[src/rtl/elevador_pkg.sv]
// elevador_pkg: shared floor encoding, direction type and destination
// priority function for the elevator request stage.
//   elige_destino(pend, piso, dir) -> next target floor (0 = none)
package elevador_pkg;
  localparam int N_PISOS = 3;
  typedef logic [1:0] piso_t;
  localparam piso_t PISO_NONE = 2'd0;
  localparam piso_t PISO_1 = 2'd1;
  localparam piso_t PISO_2 = 2'd2;
  localparam piso_t PISO_3 = 2'd3;
  typedef enum logic {DIR_UP = 1'b0, DIR_DOWN = 1'b1} dir_t;
  // Floors above the car are scanned top-down so the last hit is the lowest,
  // floors below bottom-up so the last hit is the highest. The car's own floor
  // is only a fallback after both directions come up empty.
  function automatic piso_t elige_destino(input logic [N_PISOS-1:0] pend, input piso_t piso, input dir_t dir);
    logic [N_PISOS:0] pv;
    piso_t arriba, abajo, igual;
    pv = {pend, 1'b0};
    arriba = PISO_NONE;
    abajo = PISO_NONE;
    for (int i = N_PISOS; i >= 1; i--)
      if (pv[i] && piso_t'(i) > piso) arriba = piso_t'(i);
    for (int i = 1; i <= N_PISOS; i++)
      if (pv[i] && piso_t'(i) < piso) abajo = piso_t'(i);
    igual = pv[piso] ? piso : PISO_NONE;
    if (dir == DIR_UP)
      return (arriba != PISO_NONE) ? arriba : (abajo != PISO_NONE) ? abajo : igual;
    return (abajo != PISO_NONE) ? abajo : (arriba != PISO_NONE) ? arriba : igual;
  endfunction
endpackage

[src/rtl/elevador_solicitudes_if.sv]
// elevador_solicitudes_if: button/sensor/motor inputs and request outputs.
//   slave  : request stage (buttons, sensors, motor in; pend/dest/piso out)
//   master : environment/controller side
interface elevador_solicitudes_if;
  import elevador_pkg::*;
  logic p1, p2, p3;
  logic f1, f2, f3;
  logic mup, mdw;
  logic [N_PISOS-1:0] pend;
  piso_t dest;
  logic dest_valid;
  piso_t piso_act;
  logic sensor_err;
  modport slave (
    input p1, p2, p3, f1, f2, f3, mup, mdw,
    output pend, dest, dest_valid, piso_act, sensor_err
  );
  modport master (
    output p1, p2, p3, f1, f2, f3, mup, mdw,
    input pend, dest, dest_valid, piso_act, sensor_err
  );
endinterface

[src/rtl/elevador_antirrebote.sv]
// elevador_antirrebote: 2-flop synchronizer, saturating debounce counter and
// one-cycle press pulse for one call button.
//   clk, reset : clock, synchronous active-high reset
//   raw_i      : raw asynchronous button
//   press_o    : registered one-cycle pulse when a press is accepted
module elevador_antirrebote #(
  parameter int DEB_CYCLES = 2,
  parameter int CNT_W = 4
) (
  input  logic clk,
  input  logic reset,
  input  logic raw_i,
  output logic press_o
);
  localparam logic [CNT_W-1:0] DEB = CNT_W'(DEB_CYCLES);
  logic [1:0] sync_q;
  logic [CNT_W-1:0] cnt_q, cnt_d;
  logic press_q;
  always_comb cnt_d = !sync_q[1] ? '0 : (cnt_q == DEB) ? cnt_q : cnt_q + CNT_W'(1);
  // Pulse only on the transition into saturation, so a held button fires once.
  always_ff @(posedge clk) begin
    if (reset) begin
      sync_q <= '0;
      cnt_q <= '0;
      press_q <= 1'b0;
    end else begin
      sync_q <= {sync_q[0], raw_i};
      cnt_q <= cnt_d;
      press_q <= (cnt_d == DEB) && (cnt_q != DEB);
    end
  end
  assign press_o = press_q;
endmodule

[src/rtl/elevador_solicitudes.sv]
// elevador_solicitudes: request stage of the 3-floor elevator. Debounces call
// buttons, tracks the car floor from sensors, latches pending calls and
// presents a registered, direction-aware destination.
//   clk, reset : clock, synchronous active-high reset
//   bus        : slave side of elevador_solicitudes_if
module elevador_solicitudes
  import elevador_pkg::*;
#(
  parameter int DEB_CYCLES = 2,
  parameter int CNT_W = 4
) (
  input logic clk,
  input logic reset,
  elevador_solicitudes_if.slave bus
);
  logic [N_PISOS-1:0] p_raw, f_raw, press, fm_q, fs_q, pend_q, pend_d, clr;
  logic [N_PISOS:0] pv;
  piso_t dest_q, dest_d, piso_q, piso_d;
  dir_t dir_q, dir_d;
  logic err_q, multi, stopped;
  assign p_raw = {bus.p3, bus.p2, bus.p1};
  assign f_raw = {bus.f3, bus.f2, bus.f1};
  for (genvar i = 0; i < N_PISOS; i++) begin : g_boton
    elevador_antirrebote #(.DEB_CYCLES(DEB_CYCLES), .CNT_W(CNT_W)) u_deb (
      .clk(clk),
      .reset(reset),
      .raw_i(p_raw[i]),
      .press_o(press[i])
    );
  end
  // A call is only dropped on a clean, stopped reading; clear beats a
  // same-cycle press so calling the floor the car is parked at does nothing.
  always_comb begin
    stopped = !bus.mup && !bus.mdw;
    multi = (fs_q[0] & fs_q[1]) | (fs_q[0] & fs_q[2]) | (fs_q[1] & fs_q[2]);
    clr = fs_q & {N_PISOS{stopped && !multi}};
    pend_d = (pend_q | press) & ~clr;
    piso_d = (fs_q == '0 || multi) ? piso_q : fs_q[0] ? PISO_1 : fs_q[1] ? PISO_2 : PISO_3;
    dir_d = (bus.mup && !bus.mdw) ? DIR_UP : (bus.mdw && !bus.mup) ? DIR_DOWN : dir_q;
    pv = {pend_q, 1'b0};
    dest_d = (dest_q != PISO_NONE && pv[dest_q]) ? dest_q : elige_destino(pend_q, piso_q, dir_q);
  end
  always_ff @(posedge clk) begin
    if (reset) begin
      fm_q <= '0;
      fs_q <= '0;
      pend_q <= '0;
      dest_q <= PISO_NONE;
      piso_q <= PISO_NONE;
      dir_q <= DIR_UP;
      err_q <= 1'b0;
    end else begin
      fm_q <= f_raw;
      fs_q <= fm_q;
      pend_q <= pend_d;
      dest_q <= dest_d;
      piso_q <= piso_d;
      dir_q <= dir_d;
      err_q <= multi;
    end
  end
  assign bus.pend = pend_q;
  assign bus.dest = dest_q;
  assign bus.dest_valid = dest_q != PISO_NONE;
  assign bus.piso_act = piso_q;
  assign bus.sensor_err = err_q;
endmodule
[src/flat_wrapper.sv]
// flat-port wrapper written by rule: the top's interface ports become plain ports
module elevador_solicitudes_flat import elevador_pkg::*;
#(
  parameter int DEB_CYCLES = 2,
  parameter int CNT_W = 4
)
  (clk, reset, bus_p1, bus_p2, bus_p3, bus_f1, bus_f2, bus_f3, bus_mup, bus_mdw, bus_pend, bus_dest, bus_dest_valid, bus_piso_act, bus_sensor_err);
  elevador_solicitudes_if bus_i ();
  input logic clk;
  input logic reset;
  input wire logic [$bits(bus_i.p1)-1:0] bus_p1;
  input wire logic [$bits(bus_i.p2)-1:0] bus_p2;
  input wire logic [$bits(bus_i.p3)-1:0] bus_p3;
  input wire logic [$bits(bus_i.f1)-1:0] bus_f1;
  input wire logic [$bits(bus_i.f2)-1:0] bus_f2;
  input wire logic [$bits(bus_i.f3)-1:0] bus_f3;
  input wire logic [$bits(bus_i.mup)-1:0] bus_mup;
  input wire logic [$bits(bus_i.mdw)-1:0] bus_mdw;
  output wire logic [$bits(bus_i.pend)-1:0] bus_pend;
  output wire logic [$bits(bus_i.dest)-1:0] bus_dest;
  output wire logic [$bits(bus_i.dest_valid)-1:0] bus_dest_valid;
  output wire logic [$bits(bus_i.piso_act)-1:0] bus_piso_act;
  output wire logic [$bits(bus_i.sensor_err)-1:0] bus_sensor_err;
  assign bus_i.p1 = bus_p1;
  assign bus_i.p2 = bus_p2;
  assign bus_i.p3 = bus_p3;
  assign bus_i.f1 = bus_f1;
  assign bus_i.f2 = bus_f2;
  assign bus_i.f3 = bus_f3;
  assign bus_i.mup = bus_mup;
  assign bus_i.mdw = bus_mdw;
  assign bus_pend = bus_i.pend;
  assign bus_dest = bus_i.dest;
  assign bus_dest_valid = bus_i.dest_valid;
  assign bus_piso_act = bus_i.piso_act;
  assign bus_sensor_err = bus_i.sensor_err;
  elevador_solicitudes #(.DEB_CYCLES(DEB_CYCLES), .CNT_W(CNT_W)) u_core (.clk(clk), .reset(reset), .bus(bus_i));
endmodule
[config.mk]
export PLATFORM = sky130hd
export DESIGN_NAME = elevador_solicitudes_flat
export DESIGN_NICKNAME = d
export VERILOG_FILES = /design/src/rtl/elevador_pkg.sv /design/src/rtl/elevador_solicitudes_if.sv /design/src/rtl/elevador_antirrebote.sv /design/src/rtl/elevador_solicitudes.sv /design/src/flat_wrapper.sv
export SDC_FILE = /design/constraint.sdc
export NUM_CORES = 1
export LEC_CHECK = 0
export CAP_MARGIN = 10
export CORE_ASPECT_RATIO = 1.25
export CORE_MARGIN = 1
export CORE_UTILIZATION = 50
export CTS_BUF_LIST = sky130_fd_sc_hd__clkbuf_2
export CTS_CLUSTER_DIAMETER = 200
export DETAILED_ROUTE_END_ITERATION = 12
export HOLD_SLACK_MARGIN = 0.12
export MAX_ROUTING_LAYER = met4
export PLACE_DENSITY = 0.73
export SYNTH_ARGS = -nofsm -noshare
export SYNTH_HDL_FRONTEND = slang
export SYNTH_HIERARCHICAL = 1
export SYNTH_SLANG_ARGS = --single-unit
[constraint.sdc]
create_clock -name clk -period 1.4 [get_ports clk]
set_input_delay 0.14 -clock clk [delete_from_list [all_inputs] [get_ports clk]]
set_output_delay 0.14 -clock clk [all_outputs]
set_load 0.1 [all_outputs]
## Word level (Yosys, flattened, before mapping)

Cells that the tools add are included.

- Reductions and logical operators: 23
- Eq/ne operators: 9
- Order comparisons: 8
- Muxes and demuxes: 24
- Bitwise gates (word level): 9
- Add/sub/neg operators: 3

Operators with widths:

| cell | count |
|---|---|
| equality test 4 x 2 -> 1 bit, second input constant | 6 |
| two-way mux 2 bit | 12 |
| two-way mux 4 bit | 6 |
| logical AND 1 bit | 14 |
| adder 4 x 1 -> 4 bit, second input constant | 3 |
| inequality test 4 x 2 -> 1 bit, second input constant | 3 |
| AND 3 bit | 2 |
| less-than comparator 2 x 3 -> 1 bit, second input constant | 2 |
| nonzero test 2 bit | 3 |
| binary-select mux 1 bit (select 2 bit) | 2 |
| greater-than comparator 2 bit, first input constant | 2 |
| less-than comparator 2 bit, first input constant | 2 |
| two-way mux 1 bit | 4 |
| AND 1 bit | 3 |
| logical NOT 1 bit | 3 |
| logical NOT 3 bit | 1 |
| NOT 3 bit | 1 |
| OR 3 bit | 1 |
| greater-than comparator 1 x 2 -> 1 bit, first input constant | 1 |
| less-than comparator 1 x 2 -> 1 bit, first input constant | 1 |
| OR 1 bit | 2 |
| OR reduction 2 bit | 1 |
| logical OR 1 bit | 1 |

- Bits of input ports: 10
- Word-level logic and storage cells: 92
- Flip-flop bits (word level): 36
- Output and inout port bits: 9

## Longest topological paths before layout

Gate-level depths: netlist (run 1).

- Depth in word-level cells: 9
- Gate-level depth with buffers: 5
- Mapped depth without buffers: 5

## Modules after synthesis

Netlist (run 1), hierarchy kept.

Modules (own cells, without submodules):

| module | seq. area each (um^2) | cells each | times used | area each (um^2) |
|---|---|---|---|---|
| elevador_antirrebote | 140.1 | 30 | 3 | 312.8 |
| elevador_solicitudes | 300.3 | 61 | 1 | 605.6 |

## Least setup slack after synthesis (run 1)

No wires, ideal clock.

- Path kind: register -> register
- From: reg u_core.piso_q[1], in the netlist u_core/bus.piso_act[1]
- To: reg u_core.dest_q[1], in the netlist u_core/bus.dest[1]
- Setup time: 0.096 ns
- Cell stages (with the launch flop): 4
- Clock period less this slack: 1.713 ns
- Path buffers: 0
- Arrival: 1.617 ns
- Setup slack: -0.313 ns
- Path through: dfxtp_1 -> and4bb_1 -> a31oi_1 -> o41ai_2

- Word-level cells in the longest chain between the ends: 9
- Elaborated cells between the ends (all ways): 28
- Those cells by class: order compare (6); mux (14); reduce/logical (8)

RTL lines:

| what | RTL line | text |
|---|---|---|
| start: declaration | elevador_solicitudes.sv:18 | `piso_t dest_q, dest_d, piso_q, piso_d;` |
| start signal: assignment | elevador_solicitudes.sv:57 | `piso_q <= piso_d;` |
| less-than comparator 1 x 2 -> 1 bit or greater-than comparator 2 bit (tied branches) | elevador_pkg.sv:24, elevador_pkg.sv:22 |  |
| logical AND 1 bit, on equally long branches | elevador_pkg.sv:24, elevador_pkg.sv:22 |  |
| two-way mux 1 bit or two-way mux 2 bit (tied branches) | elevador_pkg.sv:24, elevador_pkg.sv:22 |  |
| two-way mux 2 bit, on equally long branches (2 in series) | elevador_pkg.sv:24, elevador_pkg.sv:22 |  |
| nonzero test 2 bit | elevador_pkg.sv:27, elevador_pkg.sv:28 |  |
| two-way mux 2 bit, on equally long branches (2 in series) | elevador_pkg.sv:27, elevador_pkg.sv:28 |  |
| two-way mux 2 bit * | elevador_pkg.sv:28 | `return (abajo != PISO_NONE) ? abajo : (arriba != PISO_NONE) ? arriba : igual;` |
| end signal: assignment | elevador_solicitudes.sv:56 | `dest_q <= dest_d;` |
| end: declaration | elevador_solicitudes.sv:18 |  |

Every way passes the cells marked *; elsewhere a longest branch is shown, timed or not. The select of a mux whose other input is x is not followed.
A chain may end at the register's enable or synchronous reset.

## Worst setup path in the final report (run 1)

- From: reg u_core.g_boton[2].u_deb.cnt_q[0]
- To: reg u_core.g_boton[2].u_deb.press_q

- Word-level cells in the longest chain between the ends: 5
- Elaborated cells between the ends (all ways): 7
- Those cells by class: add/sub (1); eq/ne (3); mux (2); reduce/logical (1)

RTL lines:

| what | RTL line | text |
|---|---|---|
| start: declaration | elevador_antirrebote.sv:17 | `logic [CNT_W-1:0] cnt_q, cnt_d;` |
| start signal: assignment | elevador_antirrebote.sv:28 | `cnt_q <= cnt_d;` |
| adder 4 x 1 -> 4 bit or equality test 4 x 2 -> 1 bit (tied branches) | elevador_antirrebote.sv:19 | `always_comb cnt_d = !sync_q[1] ? '0 : (cnt_q == DEB) ? cnt_q : cnt_q + CNT_W'(1);` |
| two-way mux 4 bit (2 in series) | elevador_antirrebote.sv:19 |  |
| equality test 4 x 2 -> 1 bit | elevador_antirrebote.sv:29 | `press_q <= (cnt_d == DEB) && (cnt_q != DEB);` |
| logical AND 1 bit * | elevador_antirrebote.sv:29 |  |
| end signal: assignment | elevador_antirrebote.sv:29 |  |
| end: declaration | elevador_antirrebote.sv:18 | `logic press_q;` |

Every way passes the cells marked *; elsewhere a longest branch is shown, timed or not.

==> results of run 1 <==
## cells by family after synthesis
| kind of cell | count (synthesis) | synth area share |
|---|---|---|
| and+or+nand+nor | 73 | 0.289 |
| DFF | 36 | 0.467 |
| AOI/OAI and AO/OA | 19 | 0.102 |
| xor gates and xnor gates | 7 | 0.0543 |
| buffers and inverters | 7 | 0.0178 |
| adders and majority gates | 7 | 0.0559 |
| muxes | 2 | 0.0138 |
## path summary, 6_finish.rpt
| kind | end | slack [ps] | depth (start not counted) |
|---|---|---|---|
| max | u_core/g_boton[2].u_deb/press_o$_SDFF_PP0_ | 90 | 5 |
| min reg2reg | u_core/g_boton[0].u_deb/sync_q[1]$_SDFF_PP0_ | 460 | 1 |
| max reg2reg | u_core/g_boton[2].u_deb/press_o$_SDFF_PP0_ | 90 | 5 |
| min | u_core/g_boton[0].u_deb/sync_q[0]$_SDFF_PP0_ | 310 | 2 |
## state kept, by name, indices dropped and copies added, names as in the netlist
| signal | flops |
|---|---|
| u_core/bus.dest | 2 |
| u_core/g_boton.u_deb/sync_q | 6 |
| u_core/bus.piso_act | 2 |
| u_core/g_boton.u_deb/cnt_q | 12 |
| u_core/fs_q | 3 |
| u_core/g_boton.u_deb/press_o | 3 |
| u_core/bus.pend | 3 |
| u_core/dir_q | 1 |
| u_core/fm_q | 3 |
| u_core/bus.sensor_err | 1 |
## Yosys cell counts (2+ instances only)
library cell | instances | area (um2)
a211oi_1 | 5 | 37.5
a21oi_1 | 5 | 25.0
a221oi_2 | 3 | 45.0
and3b_1 | 3 | 26.3
dfxtp_1 | 36 | 721
ha_1 | 6 | 75.1
inv_1 | 6 | 22.5
nand2_1 | 10 | 37.5
nand2b_1 | 7 | 43.8
nand3_2 | 3 | 30.0
nand3b_1 | 2 | 15.0
nor2_1 | 15 | 56.3
nor2b_1 | 19 | 119
nor3_1 | 2 | 10.0
nor3b_1 | 4 | 30.0
nor3b_2 | 3 | 37.5
o21ai_0 | 2 | 10.0
or2_2 | 2 | 12.5
xnor2_1 | 3 | 26.3
xnor2_2 | 3 | 48.8
## critical path, delay by kind of cell, from the launching register on
| family | cells | cell delay [ps] |
|---|---|---|
| AO/OA/AOI/OAI | 1 | 160 |
| flip-flops | 1 | 400 |
| buffers and inverters | 1 | 80 |
| adder cells (fa/ha/maj) | 1 | 300 |
| AND/OR/NAND/NOR | 2 | 310 |
## final cells by class
type,instances,share of cell area
multi-input cells,108,0.407
flip-flops and latches,36,0.378
repair buffers,23,0.163
well taps,36,0.0230
clock buffers,5,0.0128
inverters,6,0.0115
clock inverters,2,0.00383
## power by group through the flow
| stage | Sequential (mW) | Clock, mW | Combinational, mW |
|---|---|---|---|
| 6_report | 1.07 | 0.402 | 0.146 |
| 5_1_grt | 1.08 | 0.480 | 0.156 |
| 4_1_cts | 1.08 | 0.429 | 0.147 |
| 3_5_place_dp | 1.10 | 0 | 0.146 |
| 3_3_place_gp | 1.10 | 0 | 0.144 |
| 2_1_floorplan | 1.13 | 0 | 0.0439 |
## repair_timing
| action | 4_1_cts | 5_1_grt |
|---|---|---|
| buffers inserted | 0 | 4 |
| endpoints found under the setup margin | 0 | 4 |
| gates resized for setup | 0 | 7 |
## stage by stage
stage               instances  total power, mW
finish                    216             1.62
global route              216             1.71
CTS                       212             1.65
detailed placement        205             1.24
global placement          205             1.24
floorplan                 151             1.17
## routing by layer
metal,global-route usage,share of wire,wire [um]
met5,-,0,0
met4,0.0709,0.018,44
met1,0.199,0.44,1100
met2,0.291,0.51,1250
met3,0.0571,0.034,84
==> flow_summary.toml, run 1 <==
[setup_path]
cp.arrival_ps = 1600
slowest_delay_ps = 400
worstSetupStartpoint = "u_core/g_boton[2].u_deb/cnt_q[0]$_SDFF_PP0_"
r2r-start = "u_core/g_boton[2].u_deb/cnt_q[0]$_SDFF_PP0_"
cp_slowest_cell = "dfxtp_2"
critPathKind = "flip-flop to flip-flop"
endpoint_kind = "flip-flop"
required_ps = 1690
worstPathMaxFanout = 4
setup.worst_path.start_class = "flip-flop"
worstPathCellList = "inv_1 -> ha_1 -> nor3b_2 -> nand2_1 -> a221oi_2"

[power_and_ir_drop]
power_frac_seq = 0.662
p_comb_frac = 0.090
swShare = 0.245
power_switching_uw = 396
p_clk_frac = 0.249
power.density_nw_per_um2 = 826
peakVddDrop_mv = 0.633
cellLeakagePower_nw = 0.796
p_int_mw = 1.22

[synthesis]
ys.flop_type = "dfxtp_1"
synthArstFlopShare = 0
synth_area_um2 = 1540
ys_seq_area_frac = 0.467
ys_seq_elements = 36
synth_nets = 167
synth.distinct_cells = 32
synth.avg_cell_area_um2 = 10.2
yosys_warnings = 6
synth_edf_count = 0
postSynthCellCount = 151

[clocking]
numCtsBuffers = 5
clock_latency_ps = 350
cts_buffer_depth = 2
numClockSinks = 36
cts_tree = "yes"
path_clk_slew_ps = 160
holdBufCountCts = 0
cts_root_buf = "clkbuf_2"
cts_htree_levels = 2

[finish]
final_cell_mix = "26 x dfxtp_1, 19 x nor2b_1, 15 x nor2_1"
final_area_um2 = 1960
postLayoutCoreUtil = 0.665
nNetsFinal = 196
register_area_um2 = 741
num_antenna_cells = 0
drive_gt1_frac = 0.261
layout_commonest_cell = "dfxtp_1"
n_fill_cell = 220
multiInputGateArea_um2 = 798
area_growth_syn_to_layout_pct = 26.9

[routing]
vias_per_cell = 5.06
drtIter0Drc = 16
dr_total_vias = 1092
ant_nets = 0
drtPass1Iterations = 4
totalWireLength_um = 2480
drc = 0
wl_per_cell_um = 11.5

[hold_path]
hp-class = "input port to flip-flop"
hold_start = "bus_p1"

[place]
placed_area_um2 = 1880
port_buffers = 18
place_ws_ps = 42.7
dp_hpwl_um = 1760
gp_congestion = 0.816

[global_route]
grt_pass1_wl_um = 4300
grt_max_degree = 32
grt_overflow = 0
grt_usage = 0.178
first_global_vias = 1054
grt_antenna_before_repair = 0

[timing]
max_freq_mhz = 763
fin_worst_skew_ps = 8.53
hold_viol = 0
hold_ws_ps = 314
tns_ps = 0
slew_violations = 0
timing.final.setup_violations = 0
setup_ws_ps = 89.2
rsz0062_at_grt = "false"
tightest_slew_ps = 217
min_period_ps = 1310
relSlewSlack = 0.851
finalCritPeriodShare = 0.936

[floorplanning]
num_rows = 22
coreArea_um2 = 2950
ios = 19
start_util = 0.524
die_area_um2 = 3320
die_w_um = 51.7
die_h_um = 64.1

[outcome]
status = "finished, final reports clean"

[job]
max_cap_viol_count = 0
Power figures use the tool's default switching activity.
==> inputs of run 2 (changes only) <==
--- a/config.mk
+++ b/config.mk
@@ -19,3 +19,4 @@
 export SYNTH_HDL_FRONTEND = slang
 export SYNTH_HIERARCHICAL = 1
 export SYNTH_SLANG_ARGS = --single-unit
+export TNS_END_PERCENT = 1
==> flow_summary.toml, run 2 (same netlist as run 1, synthesis figures left out) <==
[finish]
regMostFlops = "u_core/g_boton.u_deb/cnt_q"
reg_top3 = "u_core/g_boton.u_deb/cnt_q x12, u_core/g_boton.u_deb/sync_q x6"
n_fill_cell = 222
final_cell_mix = "28 x dfxtp_1, 19 x nor2b_1, 15 x nor2_1"
nNetsFinal = 194
final_area_um2 = 1970
layout_commonest_cell = "dfxtp_1"
num_antenna_cells = 0
drive_gt1_frac = 0.257
area_growth_syn_to_layout_pct = 27.9
largest_reg_flops = 12

[clocking]
holdBufCountCts = 0
cts_htree_levels = 2
clock_latency_ps = 380
cts_tree = "yes"
path_clk_slew_ps = 190
cts_buffer_depth = 2
numClockSinks = 36
cts_root_buf = "clkbuf_2"
numCtsBuffers = 5

[global_route]
grt_overflow = 0
grt_use_met3 = 0.0643
grt_antenna_before_repair = 0
use_met2 = 0.321
grt_max_degree = 32
grt_pass1_wl_um = 4420
grt_usage = 0.188
busiest_layer = "met2"
first_global_vias = 1102
grtUsageMet1 = 0.186

[timing]
slew_violations = 0
hold_viol = 0
max_freq_mhz = 775
min_period_ps = 1290
tightest_slew_ps = 277
timing.final.setup_violations = 0
finalCritPeriodShare = 0.921
fin_worst_skew_ps = 23.3
relSlewSlack = 0.815
setup_ws_ps = 110
hold_ws_ps = 297

[outcome]
status = "finished, final reports clean"

[place]
placed_area_um2 = 1880
place_ws_ps = 71.5
gp_congestion = 0.780
port_buffers = 18
dp_hpwl_um = 1880

[routing]
drc = 0
ant_nets = 0
wl_per_cell_um = 11.8
vias_per_cell = 5.16
dr_total_vias = 1109
totalWireLength_um = 2530
drtPass1Iterations = 4
drtIter0Drc = 20

[setup_path]
setup.worst_path.start_class = "flip-flop"
worstPathMaxFanout = 4
required_ps = 1720
critPathKind = "flip-flop to flip-flop"
endpoint_kind = "flip-flop"
cp.arrival_ps = 1610

[power_and_ir_drop]
peakVddDrop_mv = 0.797
cellLeakagePower_nw = 0.803
p_clk_frac = 0.343
power.density_nw_per_um2 = 937
power_switching_uw = 423
swShare = 0.229
power_mw = 1.85
p_comb_frac = 0.079
p_int_mw = 1.43
power_frac_seq = 0.579

[job]
max_cap_viol_count = 0

[floorplanning]
num_rows = 22
ios = 19
die_area_um2 = 3320
coreArea_um2 = 2950
start_util = 0.524
die_w_um = 51.7
die_h_um = 64.1

[hold_path]
hp-class = "input port to flip-flop"
run 2: cell count changes in the layout (fill, tap and decap cells not counted), sizes merged:
cell	before	now
clkbuf	5	6
clkinv	2	1
buf	14	12
bufinv	0	1
run 2: final cells by class:
type / instances / area, um2 / area share
clock buffers: 6 / 30.0 / 0.0152
flip-flops and latches: 36 / 738 / 0.374
well taps: 36 / 45.0 / 0.0228
clock inverters: 2 / 35.0 / 0.0177
repair buffers: 21 / 305 / 0.155
inverters: 6 / 22.5 / 0.0114
multi-input cells: 108 / 798 / 0.404
run 2: final timing paths:
check	start	end	slack (ps)	cells past startpoint
worst min register to register	u_core/g_boton[0].u_deb/sync_q[0]$_SDFF_PP0_	u_core/g_boton[0].u_deb/sync_q[1]$_SDFF_PP0_	440	1
worst max-delay path	u_core/g_boton[0].u_deb/cnt_q[0]$_SDFF_PP0_	u_core/g_boton[0].u_deb/press_o$_SDFF_PP0_	110	5
worst min-delay path	bus_f3	u_core/fm_q[2]$_SDFF_PP0_	300	2
worst max register to register	u_core/g_boton[0].u_deb/cnt_q[0]$_SDFF_PP0_	u_core/g_boton[0].u_deb/press_o$_SDFF_PP0_	110	5
run 2: per-layer routing:
| metal | wire length, um | vias to the layer above | share of wire |
|---|---|---|---|
| li1 | - | 568 | - |
| met1 | 1030 | 509 | 0.41 |
| met4 | 57 | 0 | 0.023 |
| met3 | 113 | 6 | 0.045 |
| met2 | 1330 | 26 | 0.53 |
| met5 | 0 | - | 0 |
run 2: worst max-delay path: stages (launching register included):
cell and delay, ps:
dfxtp_2 400, inv_1 70, ha_1 300, nor3b_2 200, nand2_1 90, a221oi_2 160
run 2: what timing repair did:
item,CTS,global route
buffers inserted,2,0
pin swaps,0,0
setup endpoints to repair,1,4
resized for setup,2,5
run 2: per-stage QoR:
step | utilization | instances | TNS [ps]
final | 0.670 | 215 | 0
after global routing | 0.670 | 215 | -1.21
after CTS | 0.667 | 215 | 0
after detailed placement | 0.638 | 205 | 0
after global placement | 0.638 | 205 | 0
after floorplan | - | 151 | -581
run 2: power by group through the flow:
stage | Combinational (mW) | Sequential (mW) | Clock, mW
global route | 0.156 | 1.08 | 0.701
CTS | 0.147 | 1.07 | 0.660
detailed placement | 0.147 | 1.10 | 0
floorplan | 0.0440 | 1.13 | 0
finish | 0.146 | 1.07 | 0.634
global placement | 0.144 | 1.10 | 0
==> variant 1, RTL diff (config.mk and constraints of run 1) <==
`CNT_W` is set to 4 in 3 places; all go to 6.
--- a/src/rtl/elevador_antirrebote.sv
+++ b/src/rtl/elevador_antirrebote.sv
@@ -6,5 +6,5 @@
 module elevador_antirrebote #(
   parameter int DEB_CYCLES = 2,
-  parameter int CNT_W = 4
+  parameter int CNT_W = 6
 ) (
   input  logic clk,
--- a/src/rtl/elevador_solicitudes.sv
+++ b/src/rtl/elevador_solicitudes.sv
@@ -8,5 +8,5 @@
 #(
   parameter int DEB_CYCLES = 2,
-  parameter int CNT_W = 4
+  parameter int CNT_W = 6
 ) (
   input logic clk,
--- a/src/flat_wrapper.sv
+++ b/src/flat_wrapper.sv
@@ -3,5 +3,5 @@
 #(
   parameter int DEB_CYCLES = 2,
-  parameter int CNT_W = 4
+  parameter int CNT_W = 6
 )
   (clk, reset, bus_p1, bus_p2, bus_p3, bus_f1, bus_f2, bus_f3, bus_mup, bus_mdw, bus_pend, bus_dest, bus_dest_valid, bus_piso_act, bus_sensor_err);
Check against the original RTL: no difference found for any inputs over 10 cycles, from zero or initial values and one cycle with reset high; that may be too few to reach the edited logic, so the function may still have changed.
==> variant 1 against run 1 <==
  * Wire length up 67%
  * Worst setup slack lost 0.080 ns
  * Core utilization grew 8.0 points
  * Clock skew shrank 0.0046 ns
  * Critical path type unchanged
  * Final area grew 37%
  * Clock power is 25% higher
  * Sequential cell count is 6 higher
  * Synthesized cell count rose by 34%
  * Combinational power grew 21%
  * The run now ends with DRC left
  * Count of clock-buffer cells in the layout rose by 1
  * First-iteration DRC count grew to 3.3 times the old value
  * Power is 18% higher
  * Synthesized area grew 26%
==> variant 1: results (changes against run 1) <==
\begin{tabular}{lr}
\hline
Metric & Value \\
\hline
\multicolumn{2}{l}{\textbf{Status}} \\
Violations in the final reports & DRC \\
Run status & complete, but fails checks (was completed) \\
\multicolumn{2}{l}{\textbf{Placed design}} \\
Hpwl dp & 2910 µm (was 1760 µm) \\
Dpl cells & 271 (was 205) \\
Placement Cell Area & 2350 µm² (was 1880 µm²) \\
DP Worst Slack & -0.147 ns (was 0.0427 ns) \\
\multicolumn{2}{l}{\textbf{Layout}} \\
Layout cell share with drive strength beyond 1 & 0.381 (was 0.261) \\
\multicolumn{2}{l}{\textbf{Pwr}} \\
Part of the total power dissipated in sequential elements & 0.646 (was 0.662) \\
Static Leak & 0.966 nW (was 0.796 nW) \\
Ratio of total power to cell area & 713 nW/µm² (was 826 nW/µm²) \\
Maximum ir drop on the vdd rail & 0.000516 V (was 0.000633 V) \\
\multicolumn{2}{l}{\textbf{GRT}} \\
Maximum number of pins on one net before global-route repair & 18 (was 32) \\
Total global-route track usage & 0.221 (was 0.178) \\
\multicolumn{2}{l}{\textbf{Logic synthesis}} \\
Distinct cell type count of the synthesized netlist & 36 (was 32) \\
Share of the yosys chip area belonging to registers & 0.434 (was 0.467) \\
Post-Synthesis Mean Instance Area & 9.59 µm² (was 10.2 µm²) \\
Post-synthesis net count & 218 (was 167) \\
\multicolumn{2}{l}{\textbf{STA}} \\
Maximum clock skew at final layout & 0.00393 ns (was 0.00853 ns) \\
Relative slew margins & 0.713 (was 0.851) \\
Highest Clock Rate & 719 MHz (was 763 MHz) \\
\multicolumn{2}{l}{\textbf{Routing}} \\
Via-to-Cell Ratio & 5.67 (was 5.06) \\
Drt pass-1 iters & 8 (was 4) \\
Post-detailed-route DRC marker count & 3 (was 0) \\
Overall via count from detail\_route & 1622 (was 1092) \\
\multicolumn{2}{l}{\textbf{Worst setup path}} \\
Worst setup endpoint & u\_core/g\_boton[0].u\_deb/cnt\_q[0]\$\_SDFF\_PP0\_ (was u\_core/g\_boton[2].u\_deb/press\_o\$\_SDFF\_PP0\_) \\
Slowest stage delay, CP & 0.50 ns (was 0.40 ns) \\
Slowest cell on the critical path & sky130\_fd\_sc\_hd\_\_or4b\_4 (was sky130\_fd\_sc\_hd\_\_dfxtp\_2) \\
Cell family with most CP delay & simple AND/OR/NAND/NOR gates (was flip-flops) \\
\multicolumn{2}{l}{\textbf{Clocking}} \\
Clock transition at the registers of the reported paths & 0.19 ns (was 0.16 ns) \\
Clk\_lat worst skew & 0.40 ns (was 0.35 ns) \\
\hline
\end{tabular}
## variant 1: worst min-delay path by stage
stage                                                         endpoint                                    startpoint  depth (start not counted)
final                     u_core/g_boton[1].u_deb/sync_q[0]$_SDFF_PP0_                                        bus_p2                          2
after global routing                         u_core/fm_q[2]$_SDFF_PP0_                                        bus_f3                          2
after CTS                                    u_core/fm_q[2]$_SDFF_PP0_                                        bus_f3                          2
after detailed placement                     u_core/fs_q[0]$_SDFF_PP0_                     u_core/fm_q[0]$_SDFF_PP0_                          1
after global placement    u_core/g_boton[1].u_deb/sync_q[1]$_SDFF_PP0_  u_core/g_boton[1].u_deb/sync_q[0]$_SDFF_PP0_                          1
after floorplan                       u_core/bus.sensor_err$_SDFF_PP0_                                         reset                          1
## variant 1: area by class of cell
type	instances	area (µm²)
flip-flops and latches	42	873
multi-input cells	147	1230
fillers	258	920
repair buffers	44	465
well taps	39	48.8
clock buffers	6	30.0
inverters	6	22.5
clock inverters	2	8.76
## variant 1: layer usage
layer	GRT usage	vias to the layer above	routed length, µm	part of all wire
met3	0.0542	12	143	0.034
met4	0.108	0	110	0.027
met1	0.228	763	1740	0.42
li1	-	814	-	-
met2	0.388	33	2150	0.52
met5	-	-	0	0
## variant 1: timing repair
action / 4_1_cts / 5_1_grt
gates resized for setup: 24 / 28
setup buffers: 3 / 4
endpoints found under the hold margin: 0 / 0
pin swaps: 3 / 9
setup endpoints to repair: 14 / 14
## variant 1: cells by family after synthesis
kind of cell,after synthesis,share of synthesized area
multiplexers,2,0.0110
AND/OR/NAND/NOR,88,0.285
flip-flops,42,0.434
AO/OA/AOI/OAI,40,0.141
buffers and inverters,13,0.0394
adder cells (fa/ha/maj),7,0.0445
XOR/XNOR,10,0.0452
==> variant 2, RTL diff (flow settings as in run 1) <==
Made on the original files. Reset style: asynchronous (`reset`), changed in 2 clocked blocks. Comments in the files are not updated.
--- a/src/rtl/elevador_antirrebote.sv
+++ b/src/rtl/elevador_antirrebote.sv
@@ -19,5 +19,5 @@
   always_comb cnt_d = !sync_q[1] ? '0 : (cnt_q == DEB) ? cnt_q : cnt_q + CNT_W'(1);
   // Pulse only on the transition into saturation, so a held button fires once.
-  always_ff @(posedge clk) begin
+  always_ff @(posedge clk or posedge reset) begin
     if (reset) begin
       sync_q <= '0;
--- a/src/rtl/elevador_solicitudes.sv
+++ b/src/rtl/elevador_solicitudes.sv
@@ -41,5 +41,5 @@
     dest_d = (dest_q != PISO_NONE && pv[dest_q]) ? dest_q : elige_destino(pend_q, piso_q, dir_q);
   end
-  always_ff @(posedge clk) begin
+  always_ff @(posedge clk or posedge reset) begin
     if (reset) begin
       fm_q <= '0;
Check against the original RTL: differs if reset is asserted again (counterexample within 4 cycles, from zero or initial values and one cycle with reset high); with reset held inactive, the same outputs for 10 cycles.
==> variant 2 against run 1 <==
  * Final area rose by 7.1%
  * Wire length rose by 15%
  * Sequential share of layout area increased by 5.5 points
  * Worst setup slack lost 0.11 ns
  * Sequential cell count did not move
  * Synthesized area is 4.2% higher
  * The run now ends with setup timing left
  * First-iteration DRC count did not move
  * Highest routed layer unchanged
Power is not compared: it rests on default switching activity, and its combinational part moved more than twofold at a synthesized area within 25%.
==> variant 2: results (changes against run 1) <==
\begin{tabular}{lr}
\hline
Metric & Value \\
\hline
\multicolumn{2}{l}{\textbf{Routing}} \\
Overall via count from detail\_route & 1161 (was 1092) \\
Wire length after detailed routing & 2850 µm (was 2480 µm) \\
\multicolumn{2}{l}{\textbf{Worst setup path}} \\
Cell family with most CP delay & simple AND/OR/NAND/NOR gates (was flip-flops) \\
\multicolumn{2}{l}{\textbf{Logic synthesis}} \\
Post-synthesis net count & 162 (was 167) \\
Multiplexer share of the synthesized area & 0.0187 (was 0.0138) \\
Distinct cell type count of the synthesized netlist & 31 (was 32) \\
Commonest cells in the netlist & sky130\_fd\_sc\_hd\_\_dfrtp\_1, sky130\_fd\_sc\_hd\_\_inv\_1, sky130\_fd\_sc\_hd\_\_nand2\_1, sky130\_fd\_sc\_hd\_\_nor2b\_1, sky130\_fd\_sc\_hd\_\_ha\_1 (was sky130\_fd\_sc\_hd\_\_dfxtp\_1, sky130\_fd\_sc\_hd\_\_nor2b\_1, sky130\_fd\_sc\_hd\_\_nor2\_1) \\
Ranking of synthesized cells by area & sky130\_fd\_sc\_hd\_\_dfrtp\_1, sky130\_fd\_sc\_hd\_\_ha\_1, sky130\_fd\_sc\_hd\_\_nor2b\_1, sky130\_fd\_sc\_hd\_\_inv\_1, sky130\_fd\_sc\_hd\_\_nand2\_1 (was sky130\_fd\_sc\_hd\_\_dfxtp\_1, sky130\_fd\_sc\_hd\_\_nor2b\_1, sky130\_fd\_sc\_hd\_\_ha\_1, sky130\_fd\_sc\_hd\_\_nor2\_1, sky130\_fd\_sc\_hd\_\_xnor2\_2) \\
Post-synthesis compound-gate area fraction & 0.116 (was 0.102) \\
\multicolumn{2}{l}{\textbf{Status}} \\
Violations in the final reports & setup timing \\
Run status & complete, but fails checks (was completed) \\
\multicolumn{2}{l}{\textbf{GRT}} \\
First-pass GRT wire length & 4790 µm (was 4300 µm) \\
Total global-route track usage & 0.204 (was 0.178) \\
\multicolumn{2}{l}{\textbf{STA}} \\
Final critical-path setup slack & -0.0230 ns (was 0.0892 ns) \\
Endpoints failing setup & 1 (was 0) \\
\multicolumn{2}{l}{\textbf{Placed design}} \\
DP Worst Slack & -0.0220 ns (was 0.0427 ns) \\
Hpwl dp & 2090 µm (was 1760 µm) \\
GPL Wtd Cong & 0.769 (was 0.816) \\
\multicolumn{2}{l}{\textbf{Layout}} \\
Layout cell share with drive strength beyond 1 & 0.240 (was 0.261) \\
\multicolumn{2}{l}{\textbf{Clocking}} \\
Clk\_lat worst skew & 0.37 ns (was 0.35 ns) \\
\hline
\end{tabular}
==> variant 2: kinds of logic after synthesis <==
kind of cell    after synthesis
compound gates               24
xor+xnor                      4
fa+ha+maj                     9
buf+inv                      16
flops                        36
mux                           3
simple gates                 52
==> variant 2: final timing paths <==
| check | start | cells after the start | endpoint | slack, ns |
|---|---|---|---|---|
| max | u_core/g_boton[1].u_deb/cnt_q[0]$_DFF_PP0_ | 5 | u_core/g_boton[1].u_deb/press_o$_DFF_PP0_ | -0.02 |
| min | bus_f2 | 1 | u_core/fm_q[1]$_DFF_PP0_ | 0.18 |
| max reg2reg | u_core/g_boton[1].u_deb/cnt_q[0]$_DFF_PP0_ | 5 | u_core/g_boton[1].u_deb/press_o$_DFF_PP0_ | -0.02 |
| min reg2reg | u_core/fm_q[1]$_DFF_PP0_ | 0 | u_core/fs_q[1]$_DFF_PP0_ | 0.37 |
| max in group asynchronous | reset | 4 | u_core/bus.piso_act[0]$_DFFE_PP0N_ | 0.43 |
| min in group asynchronous | reset | 3 | u_core/fm_q[1]$_DFF_PP0_ | 0.57 |
==> variant 2: stage by stage <==
step	TNS (ns)	area (µm²)	util	instances	hold slack (ns)
floorplan	-0.0403	1620	-	144	-0.0566
global placement	0	1950	0.650	200	0.335
detailed placement	-0.0220	1950	0.650	200	0.335
CTS	-0.0173	2060	0.687	213	0.151
global route	-0.145	2100	0.699	215	0.128
finish	-0.0230	2100	0.699	215	0.178
==> variant 2: final cells by class <==
cell class | count | area share
clock inverter | 3 | 0.0203
timing repair buffer | 28 | 0.166
tap | 36 | 0.0215
sequential | 36 | 0.434
multi-input combinational | 92 | 0.320
inverter | 15 | 0.0268
clock buffer | 5 | 0.0119
==> variant 2: layer usage <==
layer / global-route usage / vias up / part of all wire
met1: 0.200 / 567 / 0.40
met2: 0.348 / 26 / 0.55
met5: - / - / 0
met4: 0.128 / 0 / 0.027
met3: 0.0532 / 9 / 0.029
li1: - / 559 / -
==> variant 2: report_power, final <==
group          total [mW]  internal [mW]  switching (mW)  leakage [nW]
clock network       0.644          0.299           0.345        0.0390
registers            1.53           1.28           0.259         0.434
logic                2.09          0.930            1.16         0.513
total                4.27           2.50            1.77         0.986
==> variant 2: what timing repair did <==
item / in CTS / in global routing
hold buffers: 1 / 0
setup endpoints to repair: 3 / 4
endpoints found under the hold margin: 24 / 0
buffers inserted: 4 / 2
gates resized for setup: 1 / 7
pin swaps: 1 / 2
gates cloned: 0 / 0
